==> src/rtl/xoodoo_perm_engine.sv <==
// Xoodoo[n] permutation engine with valid/ready handshakes.
// RPC rounds are unrolled per clock. The round count n is chosen at run time
// and applied as the last n rounds of Xoodoo[12] (constants C[12-n..11]).
// An illegal n runs as n=12 and reports cfg_err together with the result.
// Optional feature macro: XOODOO_ABORT_EN adds an 'abort' input. When abort is
// high in RUN or DONE, the engine drops its work and returns to IDLE.
module xoodoo_perm_engine #(
    parameter int RPC        = 1,
    parameter int MAX_ROUNDS = 12
) (
    input  logic         eph1,
    input  logic         reset_n,
    input  logic         in_valid,
    output logic         in_ready,
    input  logic [383:0] state_in,
    input  logic [3:0]   nr_rounds,
    output logic         out_valid,
    input  logic         out_ready,
    output logic [383:0] state_out,
    output logic         cfg_err,
`ifdef XOODOO_ABORT_EN
    input  logic         abort,
`endif
    output logic         busy
);

    generate
        if (!(RPC == 1 || RPC == 2 || RPC == 3 || RPC == 4 || RPC == 6 || RPC == 12)) begin : g_bad_rpc
            $error("xoodoo_perm_engine: RPC must be one of 1, 2, 3, 4, 6, 12");
        end
        if (MAX_ROUNDS != 12) begin : g_bad_max_rounds
            $error("xoodoo_perm_engine: MAX_ROUNDS must be 12");
        end
    endgenerate

    localparam logic [3:0] RPC_L  = 4'(RPC);
    localparam logic [3:0] LAST_K = 4'd12;

    typedef enum logic [1:0] {
        IDLE = 2'd0,
        RUN  = 2'd1,
        DONE = 2'd2
    } state_t;

    state_t       state_q, state_d;
    logic [383:0] lanes_q, lanes_d;
    logic [3:0]   k_q, k_d;
    logic         cfg_err_q, cfg_err_d;
    logic         in_ready_q, in_ready_d;
    logic         out_valid_q, out_valid_d;
    logic         busy_q, busy_d;

    logic [383:0] rounds_s;
    logic         n_legal_s;
    logic [3:0]   k_start_s;
    logic         last_step_s;
    logic         abort_s;

    // Round constant C[idx]; out-of-range indices never occur in RUN.
    function automatic logic [31:0] round_const(input logic [3:0] idx);
        logic [31:0] c;
        case (idx)
            4'd0:    c = 32'h0000_0058;
            4'd1:    c = 32'h0000_0038;
            4'd2:    c = 32'h0000_03C0;
            4'd3:    c = 32'h0000_00D0;
            4'd4:    c = 32'h0000_0120;
            4'd5:    c = 32'h0000_0014;
            4'd6:    c = 32'h0000_0060;
            4'd7:    c = 32'h0000_002C;
            4'd8:    c = 32'h0000_0380;
            4'd9:    c = 32'h0000_00F0;
            4'd10:   c = 32'h0000_01A0;
            4'd11:   c = 32'h0000_0012;
            default: c = 32'h0000_0000;
        endcase
        return c;
    endfunction

    // 32-bit rotate left by a constant amount in 1..31.
    function automatic logic [31:0] rol32(input logic [31:0] v, input int amt);
        return (v << amt) | (v >> (32 - amt));
    endfunction

    // Byte-string order <-> lane order. Lane i holds bytes 4i..4i+3 little-endian,
    // so the whole conversion is a reversal of the 48 bytes (its own inverse).
    function automatic logic [383:0] swap_bytes(input logic [383:0] v);
        logic [383:0] r;
        for (int j = 0; j < 48; j++) begin
            r[8*j +: 8] = v[383-8*j -: 8];
        end
        return r;
    endfunction

    // One Xoodoo round on the lane-ordered state; lane (x,y) sits at index x+4y.
    function automatic logic [383:0] xoodoo_round(input logic [383:0] s, input logic [31:0] rc);
        logic [31:0]  a [12];
        logic [31:0]  w [12];
        logic [31:0]  p [4];
        logic [31:0]  e [4];
        logic [383:0] r;
        for (int i = 0; i < 12; i++) begin
            a[i] = s[32*i +: 32];
        end
        // theta: column parity folded back with shifts (1,5) and (1,14)
        for (int x = 0; x < 4; x++) begin
            p[x] = a[x] ^ a[4+x] ^ a[8+x];
        end
        for (int x = 0; x < 4; x++) begin
            e[x] = rol32(p[(x+3)%4], 5) ^ rol32(p[(x+3)%4], 14);
        end
        for (int i = 0; i < 12; i++) begin
            a[i] = a[i] ^ e[i%4];
        end
        // rho-west: plane1 by (1,0), plane2 by (0,11)
        for (int x = 0; x < 4; x++) begin
            w[x]   = a[x];
            w[4+x] = a[4+((x+3)%4)];
            w[8+x] = rol32(a[8+x], 11);
        end
        // iota
        w[0] = w[0] ^ rc;
        // chi
        for (int x = 0; x < 4; x++) begin
            a[x]   = w[x]   ^ (~w[4+x] & w[8+x]);
            a[4+x] = w[4+x] ^ (~w[8+x] & w[x]);
            a[8+x] = w[8+x] ^ (~w[x]   & w[4+x]);
        end
        // rho-east: plane1 by (0,1), plane2 by (2,8)
        for (int x = 0; x < 4; x++) begin
            r[32*x +: 32]     = a[x];
            r[32*(4+x) +: 32] = rol32(a[4+x], 1);
            r[32*(8+x) +: 32] = rol32(a[8+((x+2)%4)], 8);
        end
        return r;
    endfunction

`ifdef XOODOO_ABORT_EN
    assign abort_s = abort;
`else
    assign abort_s = 1'b0;
`endif

    // Validate requested round count and derive the starting round index.
    always_comb begin
        n_legal_s = 1'b0;
        k_start_s = 4'd0;
        if ((nr_rounds >= RPC_L) && (nr_rounds <= LAST_K) && ((nr_rounds % RPC_L) == 4'd0)) begin
            n_legal_s = 1'b1;
            k_start_s = LAST_K - nr_rounds;
        end else begin
            n_legal_s = 1'b0;
            k_start_s = 4'd0;
        end
    end

    // Unrolled datapath: RPC consecutive rounds starting at constant index k.
    always_comb begin
        rounds_s = lanes_q;
        for (int r = 0; r < RPC; r++) begin
            rounds_s = xoodoo_round(rounds_s, round_const(k_q + 4'(r)));
        end
    end

    assign last_step_s = (({1'b0, k_q} + {1'b0, RPC_L}) >= {1'b0, LAST_K});

    // FSM next-state and registered-output decode.
    always_comb begin
        state_d     = state_q;
        lanes_d     = lanes_q;
        k_d         = k_q;
        cfg_err_d   = cfg_err_q;
        in_ready_d  = in_ready_q;
        out_valid_d = out_valid_q;
        busy_d      = busy_q;
        case (state_q)
            IDLE: begin
                if (in_valid) begin
                    state_d     = RUN;
                    lanes_d     = swap_bytes(state_in);
                    k_d         = k_start_s;
                    cfg_err_d   = ~n_legal_s;
                    in_ready_d  = 1'b0;
                    out_valid_d = 1'b0;
                    busy_d      = 1'b1;
                end else begin
                    state_d = IDLE;
                end
            end
            RUN: begin
                if (abort_s) begin
                    state_d     = IDLE;
                    cfg_err_d   = 1'b0;
                    in_ready_d  = 1'b1;
                    out_valid_d = 1'b0;
                    busy_d      = 1'b0;
                end else begin
                    lanes_d = rounds_s;
                    k_d     = k_q + RPC_L;
                    if (last_step_s) begin
                        state_d     = DONE;
                        out_valid_d = 1'b1;
                        busy_d      = 1'b0;
                    end else begin
                        state_d = RUN;
                    end
                end
            end
            DONE: begin
                if (abort_s) begin
                    state_d     = IDLE;
                    cfg_err_d   = 1'b0;
                    in_ready_d  = 1'b1;
                    out_valid_d = 1'b0;
                end else if (out_ready) begin
                    state_d     = IDLE;
                    in_ready_d  = 1'b1;
                    out_valid_d = 1'b0;
                end else begin
                    state_d = DONE;
                end
            end
            default: begin
                state_d     = IDLE;
                k_d         = 4'd0;
                cfg_err_d   = 1'b0;
                in_ready_d  = 1'b1;
                out_valid_d = 1'b0;
                busy_d      = 1'b0;
            end
        endcase
    end

    // State and result registers with asynchronous reset.
    always_ff @(posedge eph1 or negedge reset_n) begin
        if (!reset_n) begin
            state_q     <= IDLE;
            lanes_q     <= 384'd0;
            k_q         <= 4'd0;
            cfg_err_q   <= 1'b0;
            in_ready_q  <= 1'b1;
            out_valid_q <= 1'b0;
            busy_q      <= 1'b0;
        end else begin
            state_q     <= state_d;
            lanes_q     <= lanes_d;
            k_q         <= k_d;
            cfg_err_q   <= cfg_err_d;
            in_ready_q  <= in_ready_d;
            out_valid_q <= out_valid_d;
            busy_q      <= busy_d;
        end
    end

    assign in_ready  = in_ready_q;
    assign out_valid = out_valid_q;
    assign busy      = busy_q;
    assign cfg_err   = cfg_err_q;
    assign state_out = swap_bytes(lanes_q);

endmodule

==> config.mk <==
export PLATFORM = sky130hd
export DESIGN_NAME = xoodoo_perm_engine
export DESIGN_NICKNAME = d
export VERILOG_FILES = /design/src/rtl/xoodoo_perm_engine.sv
export SDC_FILE = /design/constraint.sdc
export NUM_CORES = 2
export LEC_CHECK = 0
export CORE_AREA = 2 2 301 303
export CTS_CLUSTER_SIZE = 24
export DETAILED_ROUTE_END_ITERATION = 8
export DIE_AREA = 0 0 303 305
export PLACE_DENSITY = 0.63
export SYNTH_ARGS = -nofsm -noshare
export SYNTH_HDL_FRONTEND = slang
export SYNTH_SLANG_ARGS = --single-unit
==> constraint.sdc <==
create_clock -name eph1 -period 2.45 [get_ports eph1]
set_input_delay 0.3675 -clock eph1 [delete_from_list [all_inputs] [get_ports eph1]]
set_output_delay 0.3675 -clock eph1 [all_outputs]
set_load 0.02 [all_outputs]
* After elaboration in Yosys (flattened, before gate mapping)
Memory sizes are Yosys's and may differ from the RTL's.
Index checks and enable logic that the tools add are counted.
** Storage, ports and cells
- Memory bits (writable) :: 0
- Bits in latches :: 0
- Flip-flop bits (word level) :: 394
- Memories :: 1
- Input bits :: 392
- Logic and storage cells :: 135
- Memory bits (read-only) :: 144
** Memory list
- (no name shown) :: words 16, width 9, rd ports 1, clocked after memory_dff 0, write ports 0, RTL line 62 : case (idx)
** Cells by class
- Magnitude comparators :: 3
- Equal/unequal tests :: 5
- Reductions and logical operators :: 10
- $mul :: 0
- Bitwise gates (word level) :: 85
- Divide/modulo/power cells :: 0
- Shifts and indexed selects :: 0
- Add/subtract/negate cells :: 3
- Mux-type cells :: 21
** Operator list (number)
- 32-bit bitwise XOR :: 37
- 384-bit one-hot mux with 2 select lines :: 1
- 32-bit bitwise AND :: 12
- 384-bit 2-to-1 mux :: 1
- 32-bit inverter :: 12
- 32-bit by 1-bit bitwise OR with 32-bit output :: 4
- 32-bit by 11-bit bitwise OR with 32-bit output :: 4
- 32-bit by 14-bit bitwise OR with 32-bit output :: 4
- 32-bit by 5-bit bitwise OR with 32-bit output :: 4
- 32-bit by 8-bit bitwise OR with 32-bit output :: 4
- 4-bit one-hot mux with 3 select lines :: 1
- 1-bit 2-to-1 mux :: 9
- 1-bit one-hot mux with 3 select lines :: 3
- 3-bit AND reduction :: 3
- 4-bit 2-to-1 mux :: 2
- 2-bit != test (second input constant) :: 3
- 2-bit one-hot mux with 3 select lines :: 1
- 2-bit AND reduction :: 3
- 4-bit by 1-bit adder with 5-bit output (second input constant) :: 1
- 5-bit by 4-bit greater-or-equal comparator with 1-bit output (second input constant) :: 1
- 4-bit by 1-bit adder with 4-bit output (second input constant) :: 1
- 4-bit by 1-bit greater-or-equal comparator with 1-bit output (second input constant) :: 1
- 4-bit less-or-equal comparator (second input constant) :: 1
- 2-bit 2-to-1 mux :: 2
- 9 further kinds :: 12

* Depth between registers and ports, before layout
- Depth in word-level cells :: 11
- Gate-level depth with buffers :: 9

* Worst setup path after synthesis
Ideal clock, no wire load.
- Path type :: reg-to-reg
- Start :: reg lanes_q[54]
- End :: reg lanes_q[79]
- Cell stages (with the launch flop) :: 7
- Setup time :: 124 ps
- Arrival time :: 2127 ps
- Path buffers :: 0
- Setup slack :: 199 ps
- Cell sequence :: dfrtp_1 xnor3_2 xor3_1 nor2b_1 xnor2_2 mux2i_1 a211o_1
** Between the ends
- Word-level cells in the longest chain between the ends :: 9
** Ends and longest elaborated chain
- start: declaration :: RTL line 46 : logic [383:0] lanes_q, lanes_d;
- start signal: assignment :: RTL line 246 : lanes_q <= lanes_d;
- 32-bit bitwise XOR (2 in series) :: RTL line 107 : p[x] = a[x] ^ a[4+x] ^ a[8+x];
- 32-bit by 14-bit bitwise OR with 32-bit output :: RTL line 82 : return (v << amt) | (v >> (32 - amt));
- 32-bit bitwise XOR :: RTL line 110 : e[x] = rol32(p[(x+3)%4], 5) ^ rol32(p[(x+3)%4], 14);
- 32-bit bitwise XOR :: RTL line 113 : a[i] = a[i] ^ e[i%4];
- 32-bit by 11-bit bitwise OR with 32-bit output :: RTL line 82
- 32-bit bitwise AND :: RTL line 125 : a[x] = w[x] ^ (~w[4+x] & w[8+x]);
- 32-bit bitwise XOR :: RTL line 125
- 384-bit one-hot mux with 2 select lines :: RTL line 176 : case (state_q)
Every way passes these cells.
A chain may end at the register's enable or synchronous reset.

* Worst setup path after layout
- Start :: reg lanes_q[283]
- End :: reg lanes_q[380]
** Between the ends
- Word-level cells in the longest chain between the ends :: 8
** Ends and longest elaborated chain
- 32-bit bitwise XOR :: RTL line 107
- 32-bit by 14-bit bitwise OR with 32-bit output :: RTL line 82
- 32-bit bitwise XOR :: RTL line 110
- 32-bit bitwise XOR :: RTL line 113
- 32-bit by 11-bit bitwise OR with 32-bit output :: RTL line 82
- 32-bit bitwise XOR :: RTL line 127 : a[8+x] = w[8+x] ^ (~w[x] & w[4+x]);
- 32-bit by 8-bit bitwise OR with 32-bit output :: RTL line 82
- 384-bit one-hot mux with 2 select lines :: RTL line 176
Every way passes these cells.

==> flow_summary.toml <==
[global_routing]
grt_max_degree = 88
grtUsageMet2_pct = 68.8
gr-total-overflow = 0
gr-usage-met3_pct = 13.8
track_usage_pct = 48.2
antenna_found_initial = 12
grt_pass1_vias = 34100
busiest_layer = "met2"
grtUsageMet1_pct = 63.9
grt_pass1_wl_um = 297000

[clock_network]
cts_sinks = 394
cts_tree = "yes"
cts_root_buf = "clkbuf_16"
cts_buffers = 51
h-tree-depth = 2
cts.clk_slew.worst_paths_ps = 70
worstSkewPairLatency_ps = 650
clockBufferDepth = 3

[floorplanning]
num_rows = 110
die-area_um2 = 92400
floorplan.initialDensity_pct = 36.2
die_width_um = 303
die_h_um = 305
ios = 780
core_area_um2 = 89300

[timing]
finalCritPeriodShare_pct = 103
maxSlewViolCount = 0
finalCriticalPeriod_ps = 2530
fmax_mhz = 395
fin_skew_ps = 31.9
hold_viol_final = 0
whs_ps = 245
relSlewSlack_pct = 53.2
setup_tns_ps = -466
grt_setup_unrepaired = "yes"
final-setup-viol-count = 20
tightest_slew_ps = 703
setup_slack_ps = -79.8

[route]
vias_per_cell = 5.66
wl_per_cell_um = 35.8
wl_um = 229000
drc = 104
vias = 36300
antenna_left = 0
first_pass_iters = 9
drt_iter0_drc = 4765

[worst_setup_path]
slowest_delay_ps = 610
path_max_fanout = 3
worst-path-buf-inv = 2
worstPathCellList = "xnor3_2, xnor2_2, buf_12, xor2_1, buf_4, xor2_1, o22ai_1"
crit_arrival_ps = 3030
crit_top_cell = "xor2_1"
required_ps = 2950
end_kind = "flop"
cp_top_family = "XOR/XNOR gates"
worstSetupPathType = "reg2reg"
crit_path_start_kind = "flop"
cp_slowest_cell = "xnor3_2"
path_depth = 7
worstRegToRegCells = 7

[yosys]
ys_warn_count = 0
synth_xor_area_share_pct = 39.1
ys_types = 44
ys_async_sr_fraction_pct = 100
netlist_area_um2 = 32300
synth-compound-area-share_pct = 13.3
synth_mux_area_share_pct = 1.43
synthFlopType = "dfrtp_1"
synth_area_per_cell_um2 = 9.75
syn_inst = 3317
synthAdderAreaFrac_pct = 0.541
syn_nets = 3723
synth-edff-count = 0
synth-simple-area-share_pct = 12.9
yosysSeqAreaShare_pct = 30.5
ys_ff_latch = 394
synth_top_family_by_area = "XOR/XNOR gates"

[run_status]
outcome = "finished, violations left"
violations = "design-rule violations, negative setup slack"

[layout]
areaGrowthSynthToFinish_pct = 66.8
layout-drive-gt1-share_pct = 30.7
seqCellArea_um2 = 9910
multi_input_area_um2 = 22700
num-nets-final = 5585
fill_cells = 7829

[hold_path]
hp-class = "in2async"

[placement]
dp_hpwl_um = 195000
gp_congestion = 1.09
portBuffers = 779

[flow_run]
drv_cap = 0
==> per-stage QoR <==
stage	instance area, µm²	instances	utilization [%]	setup WS [ps]
2_1_floorplan	32300	3317	-	199
3_3_place_gp	51100	6287	57.2	-450
6_report	53900	6401	60.4	-79.8
5_1_grt	53900	6394	60.4	-26.0
4_1_cts	53100	6381	59.5	-11.7
3_5_place_dp	51100	6287	57.2	-404
==> routing by layer <==
layer | part of all wire (%) | vias to the layer above
met5 | 0.030 | -
met2 | 41 | 2609
met1 | 38 | 17900
li1 | - | 15200
met3 | 13 | 593
met4 | 8.0 | 10
==> layout by cell type (no fill, tap or decap), types with 18 or more instances in the layout <==
master | synthesis | final
nor2_1 | 388 | 388
xnor2_2 | 66 | 99
xor2_1 | 343 | 324
o22ai_1 | 261 | 253
nand2_1 | 178 | 177
xnor2_1 | 400 | 354
a21oi_1 | 353 | 352
a211o_1 | 41 | 41
xnor3_2 | 17 | 72
buf_4 | 0 | 1111
and3_1 | 125 | 125
clkdlybuf4s50_1 | 0 | 778
buf_12 | 0 | 90
o21ai_0 | 82 | 73
dfrtp_2 | 0 | 40
xor2_2 | 0 | 18
or3_1 | 41 | 41
nor2b_1 | 116 | 100
dfrtp_1 | 393 | 353
xor3_1 | 82 | 68
clkbuf_16 | 0 | 51
mux2i_1 | 45 | 44
xnor3_1 | 118 | 60
==> repair_timing <==
item,CTS,global route
hold endpoints to repair,55,0
buffers inserted,1,13
hold buffers,1,0
pin swaps,19,46
gates resized for setup,100,154
endpoints found under the setup margin,113,148
==> registers in the layout (all words and copies together) (netlist names) <==
| register | flops |
|---|---|
| k_q | 4 |
| busy | 1 |
| out_valid | 1 |
| in_ready | 1 |
| lanes_q | 384 |
| cfg_err | 1 |
| state_q | 2 |
==> worst register-to-register path, delay by kind of cell (launching register included) <==
| family | cells | cell delay, ps |
|---|---|---|
| XOR/XNOR | 4 | 1310 |
| AO/OA/AOI/OAI | 1 | 140 |
| flip-flops | 1 | 580 |
| buffers and inverters | 2 | 350 |
==> worst paths after layout <==
path                               startpoint            to  slack [ps]
worst max-delay path             lanes_q[283]  lanes_q[380]         -80
worst min-delay path                  reset_n   lanes_q[61]         240
worst max register to register   lanes_q[283]  lanes_q[380]         -80
worst min register to register           busy          busy         520
max in group asynchronous             reset_n      in_ready        1220
min in group eph1               state_in[328]   lanes_q[48]         370
==> cells by family after synthesis <==
family	count (synthesis)
xor gates and xnor gates	1028
and+or+nand+nor	886
AOI/OAI and AO/OA	756
DFF	394
buffers and inverters	193
muxes	46
adders and majority gates	14
==> cell usage after synthesis (2+ instances only) <==
master | number | area (µm²)
nand2b_1 | 16 | 100
or2_2 | 2 | 12.5
nor2b_1 | 116 | 726
mux2i_1 | 45 | 450
nand3_1 | 3 | 15.0
xnor3_1 | 118 | 2660
dfrtp_1 | 393 | 9830
clkbuf_1 | 181 | 679
nand2_1 | 178 | 668
xnor3_2 | 17 | 404
xor3_1 | 82 | 1950
xnor2_2 | 66 | 1070
o21ai_1 | 6 | 30.0
inv_1 | 11 | 41.3
nor3_1 | 3 | 15.0
xnor2_4 | 2 | 55.1
and2_1 | 2 | 12.5
nor2b_4 | 7 | 96.3
a221oi_1 | 3 | 26.3
a21oi_1 | 353 | 1770
nor2_1 | 388 | 1460
a21o_1 | 2 | 15.0
or3_1 | 41 | 257
xor2_1 | 343 | 3000
a31oi_1 | 3 | 18.8
a211o_1 | 41 | 359
ha_1 | 14 | 175
o21ai_0 | 82 | 410
and3_1 | 125 | 782
o22ai_1 | 261 | 1630
xnor2_1 | 400 | 3500
==> final cells by class <==
cell class	instances	share of cell area, %
Clock buffer	75	2.72
Clock inverter	17	0.450
Timing Repair Buffer	1991	33.5
Antenna cell	7	0.0325
Multi-Input combinational cell	2730	42.1
Sequential cell	394	18.4
Inverter	11	0.0905
Tap cell	1176	2.73
Power is not shown: default switching activity piles up to over one toggle a cycle in this logic, so the estimate is an artifact.
